`src/rtl/memory_arbiter_rr.sv`:
```
// Round-robin arbiter of NCH cache-side request channels onto one registered RAM port.
// Latency: grant at the IDLE edge, RAM enables the cycle after; ack (cwait low) the cycle after ACCESS/ERROR.
// Backpressure: a requester holds its request until cwait drops; RAM stalls by reporting FREE/BUSY.
//
// Ports:
//   CLK, RST            clock (rising edge), asynchronous active-high reset
//   cren/cwen           per-channel read/write request (write wins on the same channel)
//   caddr/cstore        per-channel address / write data
//   cload               per-channel read data, registered
//   cwait/cerr          per-channel "not yet complete" / one-cycle completion-with-error pulse
//   ramREN/ramWEN/ramaddr/ramstore  registered RAM request
//   ramload/ramstate    RAM read data / status (FREE=0 BUSY=1 ACCESS=2 ERROR=3)
//
// Optional build macro MEMARB_TIMEOUT_EN: abort an ISSUE that lasts TIMEOUT cycles,
// completing it with an error pulse.
module memory_arbiter_rr #(
    parameter int NCH     = 2,
    parameter int AW      = 32,
    parameter int DW      = 32,
    parameter int TIMEOUT = 255
) (
    input  logic                    CLK,
    input  logic                    RST,
    input  logic [NCH-1:0]          cren,
    input  logic [NCH-1:0]          cwen,
    input  logic [NCH-1:0][AW-1:0]  caddr,
    input  logic [NCH-1:0][DW-1:0]  cstore,
    output logic [NCH-1:0][DW-1:0]  cload,
    output logic [NCH-1:0]          cwait,
    output logic [NCH-1:0]          cerr,
    output logic                    ramREN,
    output logic                    ramWEN,
    output logic [AW-1:0]           ramaddr,
    output logic [DW-1:0]           ramstore,
    input  logic [DW-1:0]           ramload,
    input  logic [1:0]              ramstate
);

    localparam int GW = (NCH > 1) ? $clog2(NCH) : 1;

    localparam logic [1:0] ST_ACCESS = 2'd2;
    localparam logic [1:0] ST_ERROR  = 2'd3;

    typedef enum logic [1:0] {IDLE, ISSUE, DONE} state_t;

    state_t          state, state_nxt;
    logic [GW-1:0]   rr;        // first channel to consider at the next grant
    logic [GW-1:0]   gnt;       // channel owning the current transaction
    logic [GW-1:0]   sel;
    logic [GW-1:0]   gnt_inc;
    logic [GW:0]     cand;
    logic [NCH-1:0]  req;
    logic            any_req;
    logic            err_q;     // current transaction ends with an error
    logic            tmo_hit;

    assign req     = cren | cwen;
    assign gnt_inc = (gnt == GW'(NCH - 1)) ? '0 : gnt + GW'(1);

    // Scan channels starting at rr and wrapping; the extra bit of cand
    // keeps rr+k from overflowing before the modulo-NCH fold.
    always_comb begin
        sel     = rr;
        any_req = 1'b0;
        cand    = '0;
        for (int k = 0; k < NCH; k++) begin
            cand = {1'b0, rr} + (GW + 1)'(k);
            if (cand >= (GW + 1)'(NCH))
                cand = cand - (GW + 1)'(NCH);
            if (!any_req && req[cand[GW-1:0]]) begin
                any_req = 1'b1;
                sel     = cand[GW-1:0];
            end
        end
    end

`ifdef MEMARB_TIMEOUT_EN
    logic [15:0] tmo_cnt;

    always_ff @(posedge CLK or posedge RST) begin
        if (RST)
            tmo_cnt <= '0;
        else if (state == IDLE)
            tmo_cnt <= '0;
        else if (state == ISSUE)
            tmo_cnt <= tmo_cnt + 16'd1;
    end

    // True during the TIMEOUT-th ISSUE cycle.
    assign tmo_hit = (state == ISSUE) && (tmo_cnt == 16'(TIMEOUT - 1));
`else
    // Without the watchdog an ISSUE waits on the RAM indefinitely.
    localparam int unused_timeout = TIMEOUT;
    assign tmo_hit = 1'b0;
`endif

    // State register
    always_ff @(posedge CLK or posedge RST) begin
        if (RST)
            state <= IDLE;
        else
            state <= state_nxt;
    end

    // Next-state logic
    always_comb begin
        state_nxt = state;
        case (state)
            IDLE:    if (any_req) state_nxt = ISSUE;
            ISSUE:   if (ramstate == ST_ACCESS || ramstate == ST_ERROR || tmo_hit)
                         state_nxt = DONE;
            DONE:    state_nxt = IDLE;
            default: state_nxt = IDLE;
        endcase
    end

    // Output logic: the granted channel is acknowledged only in DONE
    always_comb begin
        cwait = req;
        cerr  = '0;
        if (state == DONE) begin
            cwait[gnt] = 1'b0;
            cerr[gnt]  = err_q;
        end
    end

    // Registered RAM request, read-data capture and pointer update
    always_ff @(posedge CLK or posedge RST) begin
        if (RST) begin
            rr       <= '0;
            gnt      <= '0;
            ramREN   <= 1'b0;
            ramWEN   <= 1'b0;
            ramaddr  <= '0;
            ramstore <= '0;
            cload    <= '0;
            err_q    <= 1'b0;
        end else begin
            case (state)
                IDLE: begin
                    if (any_req) begin
                        gnt      <= sel;
                        ramaddr  <= caddr[sel];
                        ramstore <= cstore[sel];
                        ramWEN   <= cwen[sel];
                        ramREN   <= cren[sel] & ~cwen[sel];
                    end else begin
                        ramREN   <= 1'b0;
                        ramWEN   <= 1'b0;
                    end
                end
                ISSUE: begin
                    if (state_nxt == DONE) begin
                        ramREN <= 1'b0;
                        ramWEN <= 1'b0;
                        // ACCESS beats a simultaneous timeout; everything else is an error.
                        err_q  <= (ramstate != ST_ACCESS);
                        // Driven by the latched op, so read data lands even if the
                        // requester has already dropped its request.
                        if (ramstate == ST_ACCESS && ramREN)
                            cload[gnt] <= ramload;
                    end
                end
                DONE: rr <= gnt_inc;
                default: ;
            endcase
        end
    end

endmodule

```
`config.mk`:
```
export PLATFORM = sky130hd
export DESIGN_NAME = memory_arbiter_rr
export DESIGN_NICKNAME = d
export VERILOG_FILES = /design/src/rtl/memory_arbiter_rr.sv
export SDC_FILE = /design/constraint.sdc
export NUM_CORES = 1
export LEC_CHECK = 0
export ABC_CLOCK_PERIOD_IN_PS = 13150
export CAP_MARGIN = 20
export CELL_PAD_IN_SITES_DETAIL_PLACEMENT = 1
export CELL_PAD_IN_SITES_GLOBAL_PLACEMENT = 1
export CORE_MARGIN = 2
export CORE_UTILIZATION = 30
export DETAILED_ROUTE_END_ITERATION = 16
export HOLD_SLACK_MARGIN = 0.05
export PLACE_DENSITY_LB_ADDON = 0.1
export SETUP_SLACK_MARGIN = 0.3
export SLEW_MARGIN = 20
export SYNTH_ARGS = -nofsm -noshare
export SYNTH_HDL_FRONTEND = slang
export SYNTH_SLANG_ARGS = --single-unit
```
`constraint.sdc`:
```
create_clock -name CLK -period 13.15 [get_ports CLK]
set_clock_uncertainty 0.1 [all_clocks]
set_input_delay 2.63 -clock CLK [delete_from_list [all_inputs] [get_ports CLK]]
set_output_delay 2.63 -clock CLK [all_outputs]
set_load 0.005 [all_outputs]
```
**Word level (Yosys, flattened, before mapping)**

Cells that the tools add are included.

- Shifts and indexed selects: 0
- Bitwise logic cells: 6
- Eq/ne operators: 7
- Order comparisons: 7
- Reduce and logical (&&, ||, !) cells: 11
- Multiply operators: 0
- Add/sub/neg operators: 4
- Divide/modulo/power cells: 0
- Muxes and demuxes: 34

Operators with widths:

| cell | count |
|---|---|
| $mux 32 | 5 |
| $bwmux 64 | 1 |
| $demux 32 s1 | 1 |
| $mux 1 | 19 |
| $eq 2x2->1 const B | 4 |
| $lt 1x2->1 const B | 4 |
| $mux 2 | 4 |
| $reduce_and 2->1 | 3 |
| $and 2x2->2 | 2 |
| $ne 2x2->1 const B | 2 |
| $pmux 1 s2 | 2 |
| $pmux 2 s2 | 1 |
| $logic_and 1x1->1 | 3 |
| $reduce_and 3->1 | 1 |
| $add 1x1->2 const B | 1 |
| $eq 2x1->1 const B | 1 |
| $ge 1x2->1 const B | 1 |
| $ge 2x2->1 const B | 1 |
| $logic_not 2->1 | 1 |
| $not 2->2 | 1 |
| $or 2x2->2 | 1 |
| $reduce_bool 2->1 | 1 |
| $sub 1x1->1 const B | 2 |
| $add 1x1->1 const B | 1 |
| 6 further kinds | 6 |

- Memory bits (read-only): 0
- RAM bits: 0
- Output and inout port bits: 134
- Bits of input ports: 168
- Memories: 0
- Bits in latches: 0
- Flip-flop bits (word level): 135

**Logic depth before layout (Yosys ltp)**

- Depth in word-level cells: 14
- Gate-level depth with buffers: 6

**Least setup slack after synthesis**

No wires, ideal clock.

- Path kind: input port to output port
- Start: input port cwen[0]
- End: output port cwait[0]
- Arrival time: 2931 ps
- Slack: 7489 ps
- Required time: 10420 ps
- Stages: 2
- Cell sequence: nor2_1 a21oi_1

- Longest elaborated chain between the ends: 3

Ends and longest elaborated chain:

| item | line | source |
|---|---|---|
| start, declared | 25 | `input logic [NCH-1:0] cwen,` |
| $or 2x2->2 (*) | 57 | `assign req = cren \| cwen;` |
| $and 2x2->2 (no source line) | - |  |
| $mux 2 (*) | 121 | `if (state == DONE) begin` |
| end, declared | 29 | `output logic [NCH-1:0] cwait,` |

Every way passes the cells marked *; elsewhere a longest branch is shown, timed or not.

**Worst setup path after layout**

Ends and elaborated chain as after synthesis.

==> flow_metrics.tcl <==
set metrics [dict create \
    sequence_of_cells_on_the_critical_path "clkdlybuf4s50_1 -> nor2_1 -> a21oi_1 -> clkdlybuf4s50_1" \
    status "finished clean" \
    antenna_diode_count 0 \
    rsz0062_at_grt "no" \
    clock_tree.root_cell "sky130_fd_sc_hd__clkbuf_16" \
    tritoncts.num_buffers 17 \
    switching_share_pct 29.5 \
    vias_per_cell 4.78 \
    arrival_ns 4.12 \
    fin_crit_ns 6.85 \
    buffer_ports.inserted 301 \
    antenna_violation_net_count_after_detailed_routing 0 \
    route.final.wire_length_um 19500 \
    antenna_found_initial 0 \
    post_synth_and_or_nand_nor_area_fraction_pct 10.8 \
    cts_max_level 4 \
    timing.setup.critical_path_class "primary input to output port" \
    count_of_endpoints_failing_setup_in_the_final_report 0 \
    final_layout_size_suffix_gt1_share_pct 12.8 \
    postCtsSetupRepairBufs 0 \
    slowest_delay_ns 0.49 \
    synth.avg_cell_area_um2 12.2 \
    comb_power_share_pct 38.8 \
    insertion_delay_ns 0.42 \
    first_pass_iters 5 \
    p_clk_share_pct 25.4 \
    critical_path_peak_fanout 6 \
    globalplace.congestion 0.790 \
    cell_internal_pwr_uw 1410 \
    number_of_distinct_library_cells_after_synthesis 31 \
    synth_area_um2 5540 \
    syn_nets 623 \
    rows 49 \
    flow.area_growth_from_synthesis_pct 68.6 \
    synth_top_cells_by_area "sky130_fd_sc_hd__dfrtp_1 (61%), sky130_fd_sc_hd__nor2_1 (9.2%), sky130_fd_sc_hd__mux2_4 (8.1%), sky130_fd_sc_hd__o22ai_1 (7.2%), sky130_fd_sc_hd__mux2_2 (4.7%)" \
    fp.dieH_um 140 \
    yosys-top-cells-count "sky130_fd_sc_hd__dfrtp_1 (135), sky130_fd_sc_hd__nor2_1 (135), sky130_fd_sc_hd__o22ai_1 (64)" \
    post-route-cell-area_um2 9330 \
    slew_viol_final 0 \
    detailedPlace.worstSlack_ns 6.31 \
    largest_family_of_logic_cells_by_synthesized_area "multiplexers" \
    hold_viol 0 \
    power_frac_seq_pct 35.8 \
    final_min_period_over_clock_period_pct 52.1 \
    detailedPlacementHpwl_um 13700 \
    global_route.usage.total_pct 19.9 \
    worst-endpoint-required_ns 10.42 \
    drt_first_iter_violations 97 \
    netlist.area_leader.share_pct 61.0 \
    cell_area_after_placement_um2 8690 \
    initial_util_pct 30.7 \
    hold-worst-slack_ns 0.390 \
    final_critical_path_setup_slack_ns 6.30 \
    yosys.area_share.xor_xnor_pct 0 \
    final.setup.tns_ns 0 \
    synth.mux.area_fraction_pct 15.3 \
    synth_sequential_area_ratio_pct 61.0 \
    clk_pin_slew_ns 0.06 \
    postSynthRegisterBits 135 \
    maximum_frequency_from_static_timing_analysis_ghz 0.146 \
    number_of_resized_instances_in_the_post_cts_repair_step 0 \
    remaining_drc_errors 0 \
    switching_power_uw 591 \
    synth-compound-area-share_pct 8.79 \
    synth_top_cell_by_area "sky130_fd_sc_hd__dfrtp_1" \
    cts_max_path_buffers 2 \
    warning_count_from_the_yosys_run 0 \
    final_core_utilization_pct 51.8 \
    hp-class "flip-flop to flip-flop" \
    numClockSinks 135 \
    cts_hold_buffers 0 \
    synth_ff_type "sky130_fd_sc_hd__dfrtp_1" \
    max-vdd-ir-drop_mv 0.141 \
    max-cap-violations 0 \
    timing.critical_path.mode_cell "sky130_fd_sc_hd__clkdlybuf4s50_1" \
    worst_slew_pin_slew_ns 0.749 \
    io_pins 302 \
    largest_net_degree_at_the_start_of_global_routing 76 \
    cellLeakagePower_uw 0.00397 \
    crit_path_end_kind "output port" \
    crit_slowest_cell "sky130_fd_sc_hd__nor2_1" \
    vias_in_the_first_global_route 5320 \
    grt_first_pass_wirelength_um 30200 \
    area_of_the_die_um2 19600 \
    route.vias.total 4752 \
    die_width_um 140 \
    nets 920 \
    global_route_overflow 0 \
    postSynthCellCount 455 \
    synth-adder-area-share_pct 0 \
    async_flop_share_pct 100 \
    cts_tree "yes" \
    worstSetupStartpointType "primary input" \
    power_per_cell_area_nw_per_um2 215 \
    core_um2 18000 \
    routed_wire_length_per_instance_um 19.6 \
    maxSlewHeadroom_pct 50.1 \
    synth_enable_flop_cells 0 \
]
-- final timing paths --
path	depth (start not counted)	start	slack, ns	endpoint
min	1	cload[54]	0.39	cload[54]
min reg2reg	1	cload[54]	0.39	cload[54]
min in group asynchronous	2	RST	2.55	cload[22]
max in group asynchronous	4	RST	9.26	ramaddr[27]
max	4	cwen[0]	6.30	cwait[0]
max reg2reg	5	state[1]	10.79	ramaddr[3]
-- per-stage QoR --
step	power, uW	std cells
floorplan	987	455
global placement	1480	961
detailed placement	1510	961
CTS	2030	993
global route	2120	994
finish	2000	994
-- per-layer routing --
layer | part of all wire [%] | vias up | wire [um] | GRT usage (%)
met2 | 51 | 203 | 9890 | 34.2
met4 | 1.8 | 0 | 342 | 6.58
met3 | 8.3 | 24 | 1620 | 7.60
li1 | - | 2181 | - | -
met1 | 39 | 2344 | 7620 | 22.7
met5 | 0 | - | 0 | 0
-- layout make-up --
class	count	area, um^2
Fill cell	1882	8690
Sequential cell	135	3380
Timing Repair Buffer	306	3070
Multi-Input combinational cell	288	1960
Clock buffer	18	429
Tap cell	229	287
Clock inverter	14	188
Inverter	4	20.0
-- cell usage in the layout (no fill, tap or decap), types with 2 or more instances in the layout --
master	count
sky130_fd_sc_hd__dfrtp_1	135
sky130_fd_sc_hd__mux2_2	23
sky130_fd_sc_hd__bufinv_16	3
sky130_fd_sc_hd__inv_8	2
sky130_fd_sc_hd__clkdlybuf4s50_1	301
sky130_fd_sc_hd__mux2_1	12
sky130_fd_sc_hd__o21ai_0	2
sky130_fd_sc_hd__clkbuf_16	17
sky130_fd_sc_hd__nand2_1	3
sky130_fd_sc_hd__clkinvlp_4	3
sky130_fd_sc_hd__nor2_1	135
sky130_fd_sc_hd__mux2_4	30
sky130_fd_sc_hd__buf_4	4
sky130_fd_sc_hd__a21oi_1	4
sky130_fd_sc_hd__inv_6	7
sky130_fd_sc_hd__inv_1	3
sky130_fd_sc_hd__o22ai_1	64
-- power by group through the flow --
| stage | Combinational, uW | Clock [uW] | Sequential [uW] |
|---|---|---|---|
| final | 777 | 508 | 717 |
| after global routing | 841 | 534 | 741 |
| after CTS | 792 | 523 | 719 |
| after detailed placement | 785 | 0 | 720 |
| after global placement | 768 | 0 | 709 |
| after floorplan | 266 | 0 | 721 |
-- critical path: cells and delay by family --
family | cells | cell delay (ns)
compound gates | 1 | 0.09
simple gates | 1 | 0.49
buf+inv | 2 | 0.90
-- sequential cells by signal (all words and copies together) (netlist names) --
name and count:
cload 64, err_q 1, gnt 1, ramREN 1
ramWEN 1, ramaddr 32, ramstore 32, rr 1
state 2
-- cells by family after synthesis --
group | Yosys count
AND/OR/NAND/NOR | 146
flip-flops | 135
buffers and inverters | 32
AO/OA/AOI/OAI | 77
multiplexers | 65
No activity file was read; power rests on OpenSTA's default activity.
==> RTL edit 1: new RTL, same flow settings <==
The 3 states of `state_t` get a one-hot encoding in 3 bits.
--- a/src/rtl/memory_arbiter_rr.sv
+++ b/src/rtl/memory_arbiter_rr.sv
@@ -41,7 +41,7 @@
     localparam logic [1:0] ST_ACCESS = 2'd2;
     localparam logic [1:0] ST_ERROR  = 2'd3;
 
-    typedef enum logic [1:0] {IDLE, ISSUE, DONE} state_t;
+    typedef enum logic [2:0] {IDLE = 3'b001, ISSUE = 3'b010, DONE = 3'b100} state_t;
 
     state_t          state, state_nxt;
     logic [GW-1:0]   rr;        // first channel to consider at the next grant
Formal check against the unedited RTL: no difference found for any inputs over 4 cycles, from zero or initial values and one cycle with RST high; so few cycles prove little.
==> RTL edit 1 against the original RTL <==
- final area grew 10%
- wire length rose by 22%
- total power increased by 7.2%
- sequential cell count grew 1
- register-to-register slack better by 0.09 ns
- utilization decreased by 3.0 points
- setup slack lost 0.10 ns
- clock power decreased by 7.7%
- combinational power grew 24%
- maximum frequency decreased by 1.5%
- synthesized cell count up 34%
- count of clock-buffer cells in the layout stayed put
- synthesized area up 17%
==> RTL edit 1: results (changes against the original RTL) <==
Yosys
  • Net count after synthesis: 778 (+25%)
  • Synth Area in Compound Gates: 0.225 (+0.138)
  • Post-Syn Area: 6490 µm² (+17%)
  • Post-synthesis mux area share: 0.113 (-0.0397)
  • Synth area leaders: dfrtp_1, mux2_1, a32oi_1
  • Netlist cell types: 32 (+3.2%)
  • Synth Area in XOR/XNOR: 0 (unchanged)
  • Register area share after synthesis: 0.525 (-0.0855)
  • Adder-cell area share of the yosys netlist: 0 (unchanged)
  • Most used DFF post-synth: dfrtp_1
  • Synth Register Bits: 136 (+0.74%)
  • Syn avg cell area: 10.6 µm² (-13%)
  • Most frequent cells after synthesis: dfrtp_1, a21oi_1, inv_1, nand2_1

Run status
  • Status: complete, no violations

Finish
  • Biggest regs: cload: 64 flops, ramaddr: 32 flops, ramstore: 32 flops
  • Fraction of area in multi-input gates: 0.255 (+0.0447)
  • Share of cells above drive strength 1: 0.0642 (-0.0639)
  • Nonclk inv count: 67 (+63)
  • Final Net Count: 1058 (+15%)
  • Signal buffers share of area: 0.301 (-0.0282)
  • Clkbuf count: 18 (unchanged)
  • Repair and plain buffers: 310 (+1.3%)
  • Clock-cell share of area: 0.0560 (-0.0101)
  • Register area: 3400 µm² (+0.78%)
  • Cell Count, Final, Fillers Out: 1178 (+19%)
  • Layout fillers: 2260 (+20%)
  • Seq area share: 0.330 (-0.0317)

GRT
  • Met2 Use GR: 0.369 (+0.0269)
  • GRT Resource Usage Total: 0.206 (+0.00777)
  • Met3 usage: 0.0608 (-0.0152)
  • Largest net degree at the start of global routing: 93 (+22%)
  • Vias in the first global route: 6719 (+26%)
  • First-pass GRT wire length: 36400 µm (+21%)
  • Met1 usage: 0.235 (+0.00772)

Route
  • Metal1 wirelength: 9530 µm (+25%)
  • Routed via count: 6114 (+29%)
  • Met2 WL: 12100 µm (+22%)
  • Average routed wire per standard cell: 20.2 µm (+3.2%)
  • First drt pass iteration count: 4 (-1)
  • DR iter-0 viols: 238 (+150%)
  • Met3 wire length: 1690 µm (+4.4%)

Placed design
  • Dpl ws: 6.18 ns (-0.122 ns)
  • HPWL Detailed: 16500 µm (+20%)
  • Cell Area, Placed: 9730 µm² (+12%)

Pwr
  • Clock power share: 0.219 (-0.035)
  • Flop pwr share: 0.333 (-0.025)
  • LEAKAGE: 4.52 nW (+14%)
  • Peak supply drop: 0.110 mV (-22%)
  • Clk pwr: 0.469 mW (-7.7%)
  • Internal cell power: 1.41 mW (about the same)

Clocking
  • Root buffer cell: clkbuf_16
  • H-tree levels: 4 (unchanged)

STA
  • Max_slew headroom: 0.429 (-0.0719)

Setup path
  • CP max stage delay: 0.54 ns (+0.05 ns)
  • Crit path max fanout: 5 (-1)
RTL edit 1: changes by cell type after synthesis, moves of 4 or more:
cell / before / now
mux2_1: 12 / 60
mux2_2: 23 / 5
a21oi_1: 4 / 70
mux2_4: 30 / 0
nand2_1: 3 / 67
o22ai_1: 64 / 0
clkbuf_1: 2 / 19
buf_2: 10 / 20
a32oi_1: 0 / 64
nor2_1: 135 / 7
inv_1: 4 / 67
buf_6: 4 / 0
a22oi_1: 0 / 64
RTL edit 1: final timing paths:
kind | from | to | slack, ns | cells after the start
worst max-delay path | cwen[0] | cwait[0] | 6.20 | 4
worst min-delay path | cload[3] | cload[3] | 0.38 | 1
worst max register to register | state[0] | ramstore[21] | 10.88 | 6
worst min register to register | cload[3] | cload[3] | 0.38 | 1
max in group asynchronous | RST | rr | 9.08 | 3
min in group asynchronous | RST | ramaddr[11] | 2.68 | 2
==> RTL edit 2: new RTL, same settings <==
Without the edit above. The option `MEMARB_TIMEOUT_EN` is turned on by a define.
--- a/src/rtl/memory_arbiter_rr.sv
+++ b/src/rtl/memory_arbiter_rr.sv
@@ -13,6 +13,8 @@
 //
 // Optional build macro MEMARB_TIMEOUT_EN: abort an ISSUE that lasts TIMEOUT cycles,
 // completing it with an error pulse.
+`define MEMARB_TIMEOUT_EN
+
 module memory_arbiter_rr #(
     parameter int NCH     = 2,
     parameter int AW      = 32,
Function: same outputs for any inputs over 4 cycles, from zero or initial values and one cycle with RST high; that may be too few to reach the edited logic, so the function may still have changed.
==> RTL edit 2 against the original RTL <==
- setup slack better by 0.14 ns
- count of clock-buffer cells in the layout increased by 3
- wire length is 8.4% higher
- critical endpoint is now cwait[1]
- total power rose by 6.5%
- synthesized area increased by 19%
- final area increased by 12%
- final cell count grew 14%
- sequential cell count is 16 higher
- die area increased by 18%
==> RTL edit 2: results (changes against the original RTL) <==
Placed design
  • Placed Instances: 1101 (+15%)
  • Dpl ws: 6.45 ns (+0.141 ns)
  • HPWL Detailed: 15800 µm (+16%)
  • Routability cong.: 0.779 (-1.4%)

Pwr
  • LEAKAGE: 4.56 nW (+15%)
  • Peak supply drop: 0.0871 mV (-38%)

Setup path
  • Critical-path top delay cell: clkdlybuf4s50_1
  • CP max stage delay: 0.56 ns (+0.07 ns)

Route
  • First drt pass iteration count: 4 (-1)
  • Average routed wire per standard cell: 18.6 µm (-4.8%)
  • WL final: 21100 µm (+8.4%)
  • DR iter-0 viols: 181 (+87%)
  • Routed via count: 5341 (+12%)

GRT
  • Vias in the first global route: 6130 (+15%)
  • GRT Resource Usage Total: 0.187 (-0.0118)
  • First-pass GRT wire length: 34000 µm (+13%)
  • Largest net degree at the start of global routing: 115 (+51%)

Finish
  • Final Net Count: 1010 (+9.8%)
  • Share of cells above drive strength 1: 0.128 (-0.000170)
  • Layout fillers: 2297 (+22%)

Yosys
  • Net count after synthesis: 715 (+15%)
  • Syn avg cell area: 12.0 µm² (-1.1%)
  • Most frequent cells after synthesis: dfrtp_1, nor2_1, a21oi_1
  • Netlist cell types: 47 (+52%)
  • Synth area leaders: dfrtp_1, mux2_2, mux2i_1
  • Register area share after synthesis: 0.576 (-0.0343)

Run status
  • Status: complete, no violations

Clocking
  • H-tree levels: 4 (unchanged)
  • Cts bufs inserted: 17 (unchanged)

STA
  • Worst Tran Pin Value: 0.912 ns (+0.164 ns)
RTL edit 2: layout make-up:
type,instances,area share
Clock buffer,21,0.0442
Clock inverter,10,0.0138
Multi-Input combinational cell,358,0.250
Timing Repair Buffer,306,0.293
Tap cell,280,0.0336
Sequential cell,151,0.362
Inverter,6,0.00264
RTL edit 2: cell families (layout without fill, tap and decap cells):
group / after synthesis / after routing / synth area share
muxes: 128 / 128 / 0.207
buffers and inverters: 36 / 343 / 0.0286
DFF: 151 / 151 / 0.576
and+or+nand+nor: 124 / 124 / 0.0932
xor gates and xnor gates: 6 / 6 / 0.00801
adders and majority gates: 3 / 3 / 0.00534
AOI/OAI and AO/OA: 97 / 97 / 0.0814
RTL edit 2: worst register-to-register path, delay by kind of cell, from the launching register on:
family / cells / cell delay, ns
AOI/OAI and AO/OA: 2 / 0.61
and+or+nand+nor: 2 / 0.61
DFF: 1 / 0.59
buffers and inverters: 1 / 0.66
RTL edit 2: layer usage:
layer,up-vias,part of all wire,GRT usage
met5,-,0,0
met4,0,0.016,0.0587
met3,17,0.097,0.0864
met2,185,0.52,0.327
met1,2643,0.37,0.201
li1,2496,-,-
RTL edit 2: per-stage QoR:
stage               cell area [µm²]  power [mW]
global placement               9820        1.62
floorplan                      6560        1.13
global route                  10400        2.28
CTS                           10400        2.17
finish                        10400        2.13
detailed placement             9820        1.65
RTL edit 2: power by group:
group,leakage (nW),switching [mW],internal (mW),total (mW)
logic,2.43,0.366,0.504,0.870
clock network,0.287,0.191,0.309,0.500
registers,1.85,0.115,0.647,0.762
total,4.56,0.672,1.46,2.13
RTL edit 2: path summary, 6_finish.rpt:
| check | from | end | slack [ns] | cells past startpoint |
|---|---|---|---|---|
| hold reg to reg | cload[16] | cload[16] | 0.40 | 1 |
| setup reg to reg | state[1] | ramstore[29] | 10.50 | 5 |
| setup / recovery | cwen[1] | cwait[1] | 6.44 | 4 |
| min in group asynchronous | RST | cload[35] | 2.61 | 2 |
| hold / removal | cload[16] | cload[16] | 0.40 | 1 |
| max in group asynchronous | RST | ramaddr[13] | 8.93 | 3 |
